--- src/rtl/xalu_nibble_sequencer_if.sv ---
// rtl/xalu_nibble_sequencer_if.sv - host request/response bundle for the nibble sequencer
// Host drives the request side; the sequencer returns completion and flags.
interface xalu_nibble_sequencer_if #(
   parameter int NIBBLES = 4
) ();
   localparam int W = 4 * NIBBLES;

   logic         start;
   logic [2:0]   func;
   logic         com;
   logic         cin;
   logic [W-1:0] a;
   logic [W-1:0] b;
   logic         busy;
   logic         done;
   logic [W-1:0] result;
   logic         carry_out;
   logic         zero;
   logic         equal;

   modport master (
      output start, func, com, cin, a, b,
      input  busy, done, result, carry_out, zero, equal
   );

   modport slave (
      input  start, func, com, cin, a, b,
      output busy, done, result, carry_out, zero, equal
   );
endinterface

--- src/rtl/xalu_nibble_sequencer.sv ---
// rtl/xalu_nibble_sequencer.sv - runs word operations through one 4-bit xalu slice, a nibble per clock
// SHR walks MSB-first using the right carry-out; every other function walks LSB-first using the left carry-out.
module xalu_nibble_sequencer #(
   parameter int NIBBLES = 4
) (
   input  logic                     clk,
   input  logic                     rst_n,
   xalu_nibble_sequencer_if.slave   host,
   output logic [3:0]               alu_a,
   output logic [3:0]               alu_b,
   output logic [2:0]               alu_f,
   output logic                     alu_ci_right,
   output logic                     alu_ci_left,
   output logic                     alu_com,
   input  logic [3:0]               alu_d,
   input  logic                     alu_co_left,
   input  logic                     alu_co_right,
   input  logic                     alu_equ
);
   localparam int W  = 4 * NIBBLES;
   localparam int IW = (NIBBLES > 1) ? $clog2(NIBBLES) : 1;
   localparam logic [IW-1:0] LAST_IDX = IW'(NIBBLES - 1);
   localparam logic [2:0]    F_SHR    = 3'd6;

   typedef enum logic [1:0] {
      S_IDLE = 2'd0,
      S_RUN  = 2'd1,
      S_DONE = 2'd2
   } state_t;

   state_t        state_q, state_d;
   logic [W-1:0]  a_q, a_d;
   logic [W-1:0]  b_q, b_d;
   logic [2:0]    func_q, func_d;
   logic          com_q, com_d;
   logic [IW-1:0] idx_q, idx_d;
   logic [IW-1:0] cnt_q, cnt_d;
   logic          chain_q, chain_d;
   logic          eq_acc_q, eq_acc_d;
   logic [W-1:0]  work_q, work_d;
   logic [W-1:0]  result_q, result_d;
   logic          carry_q, carry_d;
   logic          zero_q, zero_d;
   logic          equal_q, equal_d;

   logic          is_shr;
   logic          accept;
   logic [W-1:0]  work_next;

   always_ff @(posedge clk or negedge rst_n) begin
      if (!rst_n) begin
         state_q  <= S_IDLE;
         a_q      <= '0;
         b_q      <= '0;
         func_q   <= '0;
         com_q    <= 1'b0;
         idx_q    <= '0;
         cnt_q    <= '0;
         chain_q  <= 1'b0;
         eq_acc_q <= 1'b0;
         work_q   <= '0;
         result_q <= '0;
         carry_q  <= 1'b0;
         zero_q   <= 1'b0;
         equal_q  <= 1'b0;
      end else begin
         state_q  <= state_d;
         a_q      <= a_d;
         b_q      <= b_d;
         func_q   <= func_d;
         com_q    <= com_d;
         idx_q    <= idx_d;
         cnt_q    <= cnt_d;
         chain_q  <= chain_d;
         eq_acc_q <= eq_acc_d;
         work_q   <= work_d;
         result_q <= result_d;
         carry_q  <= carry_d;
         zero_q   <= zero_d;
         equal_q  <= equal_d;
      end
   end

   always_comb begin
      state_d      = state_q;
      a_d          = a_q;
      b_d          = b_q;
      func_d       = func_q;
      com_d        = com_q;
      idx_d        = idx_q;
      cnt_d        = cnt_q;
      chain_d      = chain_q;
      eq_acc_d     = eq_acc_q;
      work_d       = work_q;
      result_d     = result_q;
      carry_d      = carry_q;
      zero_d       = zero_q;
      equal_d      = equal_q;
      work_next    = work_q;
      accept       = 1'b0;
      is_shr       = (func_q == F_SHR);

      alu_a        = 4'd0;
      alu_b        = 4'd0;
      alu_f        = func_q;
      alu_ci_right = 1'b0;
      alu_ci_left  = 1'b0;
      alu_com      = 1'b0;

      case (state_q)
         S_IDLE: begin
            accept = host.start;
         end
         S_RUN: begin
            alu_a        = a_q[{idx_q, 2'b00} +: 4];
            alu_b        = b_q[{idx_q, 2'b00} +: 4];
            alu_com      = com_q;
            alu_ci_right = is_shr ? 1'b0 : chain_q;
            alu_ci_left  = is_shr ? chain_q : 1'b0;

            work_next[{idx_q, 2'b00} +: 4] = alu_d;
            work_d   = work_next;
            eq_acc_d = eq_acc_q & alu_equ;
            chain_d  = is_shr ? alu_co_right : alu_co_left;
            idx_d    = is_shr ? (idx_q - 1'b1) : (idx_q + 1'b1);
            cnt_d    = cnt_q + 1'b1;

            // Publish the whole word and its flags in one step so they appear together.
            if (cnt_q == LAST_IDX) begin
               state_d  = S_DONE;
               result_d = work_next;
               carry_d  = chain_d;
               zero_d   = (work_next == '0);
               equal_d  = eq_acc_d;
            end
         end
         S_DONE: begin
            state_d = S_IDLE;
            accept  = host.start;
         end
         default: begin
            state_d = S_IDLE;
         end
      endcase

      if (accept) begin
         state_d  = S_RUN;
         a_d      = host.a;
         b_d      = host.b;
         func_d   = host.func;
         com_d    = host.com;
         idx_d    = (host.func == F_SHR) ? LAST_IDX : '0;
         cnt_d    = '0;
         chain_d  = host.cin;
         eq_acc_d = 1'b1;
      end
   end

   assign host.busy      = (state_q == S_RUN);
   assign host.done      = (state_q == S_DONE);
   assign host.result    = result_q;
   assign host.carry_out = carry_q;
   assign host.zero      = zero_q;
   assign host.equal     = equal_q;
endmodule
--- src/flat_wrapper.sv ---
// flat-port wrapper written by rule: the top's interface ports become plain ports
module xalu_nibble_sequencer_flat 
#(
   parameter int NIBBLES = 4
)
  (clk, rst_n, alu_a, alu_b, alu_f, alu_ci_right, alu_ci_left, alu_com, alu_d, alu_co_left, alu_co_right, alu_equ, host_start, host_func, host_com, host_cin, host_a, host_b, host_busy, host_done, host_result, host_carry_out, host_zero, host_equal);
  xalu_nibble_sequencer_if #(.NIBBLES(NIBBLES)) host_i ();
  input  logic clk;
  input  logic rst_n;
  output logic [3:0] alu_a;
  output logic [3:0] alu_b;
  output logic [2:0] alu_f;
  output logic alu_ci_right;
  output logic alu_ci_left;
  output logic alu_com;
  input  logic [3:0] alu_d;
  input  logic alu_co_left;
  input  logic alu_co_right;
  input  logic alu_equ;
  input wire logic [$bits(host_i.start)-1:0] host_start;
  input wire logic [$bits(host_i.func)-1:0] host_func;
  input wire logic [$bits(host_i.com)-1:0] host_com;
  input wire logic [$bits(host_i.cin)-1:0] host_cin;
  input wire logic [$bits(host_i.a)-1:0] host_a;
  input wire logic [$bits(host_i.b)-1:0] host_b;
  output wire logic [$bits(host_i.busy)-1:0] host_busy;
  output wire logic [$bits(host_i.done)-1:0] host_done;
  output wire logic [$bits(host_i.result)-1:0] host_result;
  output wire logic [$bits(host_i.carry_out)-1:0] host_carry_out;
  output wire logic [$bits(host_i.zero)-1:0] host_zero;
  output wire logic [$bits(host_i.equal)-1:0] host_equal;
  assign host_i.start = host_start;
  assign host_i.func = host_func;
  assign host_i.com = host_com;
  assign host_i.cin = host_cin;
  assign host_i.a = host_a;
  assign host_i.b = host_b;
  assign host_busy = host_i.busy;
  assign host_done = host_i.done;
  assign host_result = host_i.result;
  assign host_carry_out = host_i.carry_out;
  assign host_zero = host_i.zero;
  assign host_equal = host_i.equal;
  xalu_nibble_sequencer #(.NIBBLES(NIBBLES)) u_core (.clk(clk), .rst_n(rst_n), .host(host_i), .alu_a(alu_a), .alu_b(alu_b), .alu_f(alu_f), .alu_ci_right(alu_ci_right), .alu_ci_left(alu_ci_left), .alu_com(alu_com), .alu_d(alu_d), .alu_co_left(alu_co_left), .alu_co_right(alu_co_right), .alu_equ(alu_equ));
endmodule
--- config.mk ---
export PLATFORM = sky130hd
export DESIGN_NAME = xalu_nibble_sequencer_flat
export DESIGN_NICKNAME = d
export VERILOG_FILES = /design/src/rtl/xalu_nibble_sequencer_if.sv /design/src/rtl/xalu_nibble_sequencer.sv /design/src/flat_wrapper.sv
export SDC_FILE = /design/constraint.sdc
export NUM_CORES = 1
export LEC_CHECK = 0
export BUFFER_PORTS_ARGS = -buffer_cell sky130_fd_sc_hd__buf_4
export CAP_MARGIN = 20
export CORE_UTILIZATION = 54
export DETAILED_ROUTE_END_ITERATION = 10
export GPL_TIMING_DRIVEN = 0
export PLACE_DENSITY = 0.88
export SKIP_LAST_GASP = 1
export SLEW_MARGIN = 10
export SYNTH_ARGS = -nofsm -noshare
export SYNTH_HDL_FRONTEND = slang
export SYNTH_SLANG_ARGS = --single-unit
--- constraint.sdc ---
create_clock -name clk -period 2.66 [get_ports clk]
set_input_delay 0.266 -clock clk [delete_from_list [all_inputs] [get_ports clk]]
set_output_delay 0.266 -clock clk [all_outputs]
set_load 0.02 [all_outputs]
# Word level (Yosys, flattened, before mapping)
# Index checks and enable logic that the tools add are counted.
# classes
add_sub_neg	4
eq_ne	7
n_shift	4
mux	23
n_bitwise	1
reduce_logical	6
# ops
cell	count
$shiftx 16x5->4	2
$bwmux 16	1
$logic_not 16->1	1
$mux 2	8
$shift 4x6->16 const A	1
$shiftx 4x6->16	1
$mux 1	11
$mux 4	2
$eq 3x3->1 const B	2
$neg 4->6	1
$add 2x1->2 const B	2
$eq 2x2->1 const B	2
$pmux 2 s2	1
$reduce_and 2->1	2
$ne 3x1->1 const B	1
$eq 2x1->1 const B	1
$logic_not 2->1	1
$ne 2x1->1 const B	1
$reduce_bool 2->1	1
$reduce_or 2->1	1
$sub 2x1->2 const B	1
$and 1x1->1	1
# totals
register_bits	79
input_bits	47

# Depth between registers and ports, before layout
# logic_depth
word_depth	5
depth_mapped	10
ltp_nobuf	7

# Least setup slack after synthesis
# Ideal clock, no wire load.
# synth_timing
path_type	reg-to-reg
from	reg u_core.idx_q[0]
to	reg u_core.zero_q, in the netlist u_core.host.zero
setup_ns	0.127
t_arrival_ns	2.098
required_ns	2.533
slack_ns	0.435
stages_incl_launch_ff	9
path_buffers	1
period_less_slack_ns	2.225
cell_sequence	dfrtp_1 -> buf_2 -> inv_1 -> ha_1 -> or3b_4 -> nor3b_4 -> nor3_1 -> o21ai_1 -> o31ai_1
# synth_between
elab_chain_len	4
# synth_lines
element	line_no	rtl
from (decl)	xalu_nibble_sequencer.sv:36	logic [IW-1:0] idx_q, idx_d;
from (signal assigned)	xalu_nibble_sequencer.sv:72	idx_q <= idx_d;
$neg 4->6 (*)	xalu_nibble_sequencer.sv:121	work_next[{idx_q, 2'b00} +: 4] = alu_d;
$shiftx 4x6->16 / $shift 4x6->16 (equally long branches)	xalu_nibble_sequencer.sv:121	
$bwmux 16 (*)	xalu_nibble_sequencer.sv:121	
$logic_not 16->1 (*)	xalu_nibble_sequencer.sv:133	zero_d = (work_next == '0);
to (signal assigned)	xalu_nibble_sequencer.sv:79	zero_q <= zero_d;
to (decl)	xalu_nibble_sequencer.sv:43	logic zero_q, zero_d;
# Every way passes the cells marked *; elsewhere a longest branch is shown, timed or not.
# A chain may end at the register's enable or synchronous reset.

# Worst setup path in the final report
# Same ends and word-level chain as after synthesis.

==> results.md <==
- WL met1: between 3 and 4 mm
- Warnings, synthesis: 0
- PwrDens: 1260 mW/mm^2
- DIE AREA: 0.00707 sq mm
- Die Wd: ~84 um
- Iteration-0 DRC Markers: about 230
- FMAX: between 0.3 and 0.4 GHz
- WL final: roughly 8.7 mm
- Worst Path Arrival: 2760 ps
- Fillers: between 500 and 600
- Core Rows: 29
- WS Path Type: reg -> reg
- GR Overflow Total: 0
- Commonest non-fill, non-tap cells in the layout: nand2_1, dfrtp_1, buf_4, o21ai_0
- Cts hold-fix bufs: 0
- DP Wirelength: 6.12 mm
- Required @ worst endpoint: between 2000 and 3000 ps
- Number of buffers created by CTS: 9
- Most common cell after layout, fill and taps aside: nand2_1
- WL/cell: around 16 um
- Critical Path End Type: register
- Seq/Total Area, Yosys: about 54%
- Startpoint Class: register
- Initial Util: a little under three fifths
- Area Growth Syn to Fin: 25.4%
- Post-synth EDFFs: 0
- Share of cells above drive strength 1: a little under a quarter
- Vias in the first global route: between 3000 and 4000
- Power Total: roughly 5.7 mW
- Total GRT Usage: between 20% and 30%
- Antenna viol nets, final: 0
- # Max-Cap Violations: 0
- Core ar.: about 0.0064 sq mm
- Setup slack at placement: -1.77 ps
- Pleak: between 2 and 2.5 nW
- Drt drc: 10
- Register bit total from synthesis: 79
- Buffer and inverter count on the worst path: 2
- Final setup fails: 0
- Area after DPL: 0.00431 sq mm
- First-pass GRT wire length: 14.6 mm
- TritonRoute pass-1 iters: 8
- Vias per inst: 5.66
- Fin crit share: between 90 and 100%
- Routed vias: about 3100
- Finished Cell Area: 0.00456 sq mm
- Initial antenna violation count: 0
- Post-synthesis cell count: about 380
- Avg Synthesized Cell Area: approximately 9.5 sq um
- CTS root buf: clkbuf_8
- Placed Cells: ~540
- Routed wl met2: between 4 and 5 mm
- Critical path's top delay family: simple AND/OR/NAND/NOR gates
- Max layer used: met4
- Die Y: about 84 um
- Fin Hold WS: about 57 ps
- Worst slew margin: approximately a third
- Main flop type after synthesis: dfrtp_1
- Failing checks: DRC
- Maximum fanout along the worst path: 10
- Worst-margin pin slew: roughly 990 ps
- Clock Path Buffers: 2
- Worst hold path type: in -> async
- Synthesized area: roughly 0.0036 sq mm
- RSZ-0062 raised after global routing: no
- Port buffer count: 77
- Global placer's final weighted congestion: 0.833
- CTS sink cnt: 79
- Largest net degree at the start of global routing: 80
- Met3 routed WL: around 530 um
- Tmin final: 2520 ps
- TritonCTS clock tree: built
- CP Cell Sequence: clkbuf_4 -> inv_1 -> ha_1 -> or3b_4 -> nor3b_4 -> o21ai_0 -> o21ai_1 -> o31ai_1
- Post-synth net total: 434
- Clock-pin slew on the worst setup and hold paths: 80 ps
- Setup WS post-layout: 135 ps
- Fin cells: between 500 and 600
- Synth cell types: 36
- N_diodes: 0
- TNS Setup: 0 ps
- Util after Layout: a little under three quarters
- Slowest stage cell, crit path: dfrtp_1
- Clk Latency, worst-skew pair: 350 ps
- Final hold vios: 0
- Max incr delay on CP: about 500 ps
- Nets: about 520
- Postcts setup bufs: 0
- Pins over their slew limit: 0
- Max H-tree Level: 3
- Async SR Flop Fraction: 100%
- Setup Skew: just under 8 ps
- Status: finished, violations left
- I/O Pins: 82
- Worst vdd ir: roughly 650 uV
## flip-flops by register name (all words and copies together), names as in the netlist, 2 cells and up
name / flops
u_core.a_q: 16
u_core.b_q: 16
u_core.host.result: 16
u_core.work_q: 16
u_core.alu_f: 3
u_core.cnt_q: 2
u_core.idx_q: 2
u_core.state_q: 2
## layout make-up
type | count | area, sq um | area share (%)
Multi-Input combinational cell | 275 | 1560 | 34.1
Clock buffer | 10 | 138 | 3.02
Buffer | 23 | 93.8 | 2.06
Sequential cell | 79 | 1980 | 43.3
Clock inverter | 6 | 108 | 2.36
Timing Repair Buffer | 77 | 578 | 12.7
Inverter | 4 | 15.0 | 0.329
Tap cell | 77 | 96.3 | 2.11
## per-layer routing
layer | up-vias | track usage (%)
met1 | 1477 | 35.4
met2 | 150 | 43.1
li1 | 1462 | -
met5 | - | 0
met3 | 30 | 4.25
met4 | 0 | 13.5
## power by group
group | switching (mW) | total [mW] | internal, mW
Combinational | 1.48 | 2.61 | 1.13
Clock | 0.444 | 1.09 | 0.646
Sequential | 0.316 | 2.03 | 1.72
## cells in the mapped netlist, types with 2 or more instances
library cell | instances | area share, %
inv_1 | 3 | 0.31
nand2b_1 | 3 | 0.52
a32o_1 | 14 | 3.9
o21ai_0 | 25 | 3.4
xnor2_1 | 2 | 0.48
nor2_1 | 8 | 0.83
buf_2 | 3 | 0.41
nand2_1 | 142 | 15
nor2b_1 | 17 | 2.9
nor4_1 | 2 | 0.34
a21oi_1 | 14 | 1.9
buf_1 | 2 | 0.21
a31oi_1 | 2 | 0.34
and3_1 | 3 | 0.52
ha_1 | 6 | 2.1
and2_1 | 9 | 1.5
dfrtp_1 | 79 | 54
nor3_1 | 4 | 0.55
mux4_2 | 8 | 5.0
clkbuf_1 | 18 | 1.9
o211ai_1 | 2 | 0.41
## cell families after synthesis
logic type | count (synthesis) | share of synthesized area, %
AND/OR/NAND/NOR | 196 | 23.9
XOR/XNOR | 2 | 0.482
buffers and inverters | 27 | 2.89
multiplexers | 9 | 5.23
flip-flops | 79 | 54.4
AO/OA/AOI/OAI | 62 | 11.0
adder cells (fa/ha/maj) | 6 | 2.06
## path summary, 6_finish.rpt
check | slack (ps) | start | cells past startpoint | end
max | 140 | u_core.idx_q[0]$_DFFE_PN0P_ | 8 | u_core.host.zero$_DFFE_PN0P_
min reg2reg | 480 | u_core.a_q[11]$_DFFE_PN0P_ | 2 | u_core.a_q[11]$_DFFE_PN0P_
min | 60 | rst_n | 1 | u_core.host.carry_out$_DFFE_PN0P_
min in group clk | 90 | host_a[13] | 3 | u_core.a_q[13]$_DFFE_PN0P_
max in group asynchronous | 1950 | rst_n | 1 | u_core.work_q[10]$_DFFE_PN0P_
max reg2reg | 140 | u_core.idx_q[0]$_DFFE_PN0P_ | 8 | u_core.host.zero$_DFFE_PN0P_
## timing repair
action / in CTS / in global routing
pin swaps: 0 / 1
resized for setup: 1 / 1
endpoints found under the setup margin: 1 / 8
Note: power is estimated with default switching activity, not from simulation.
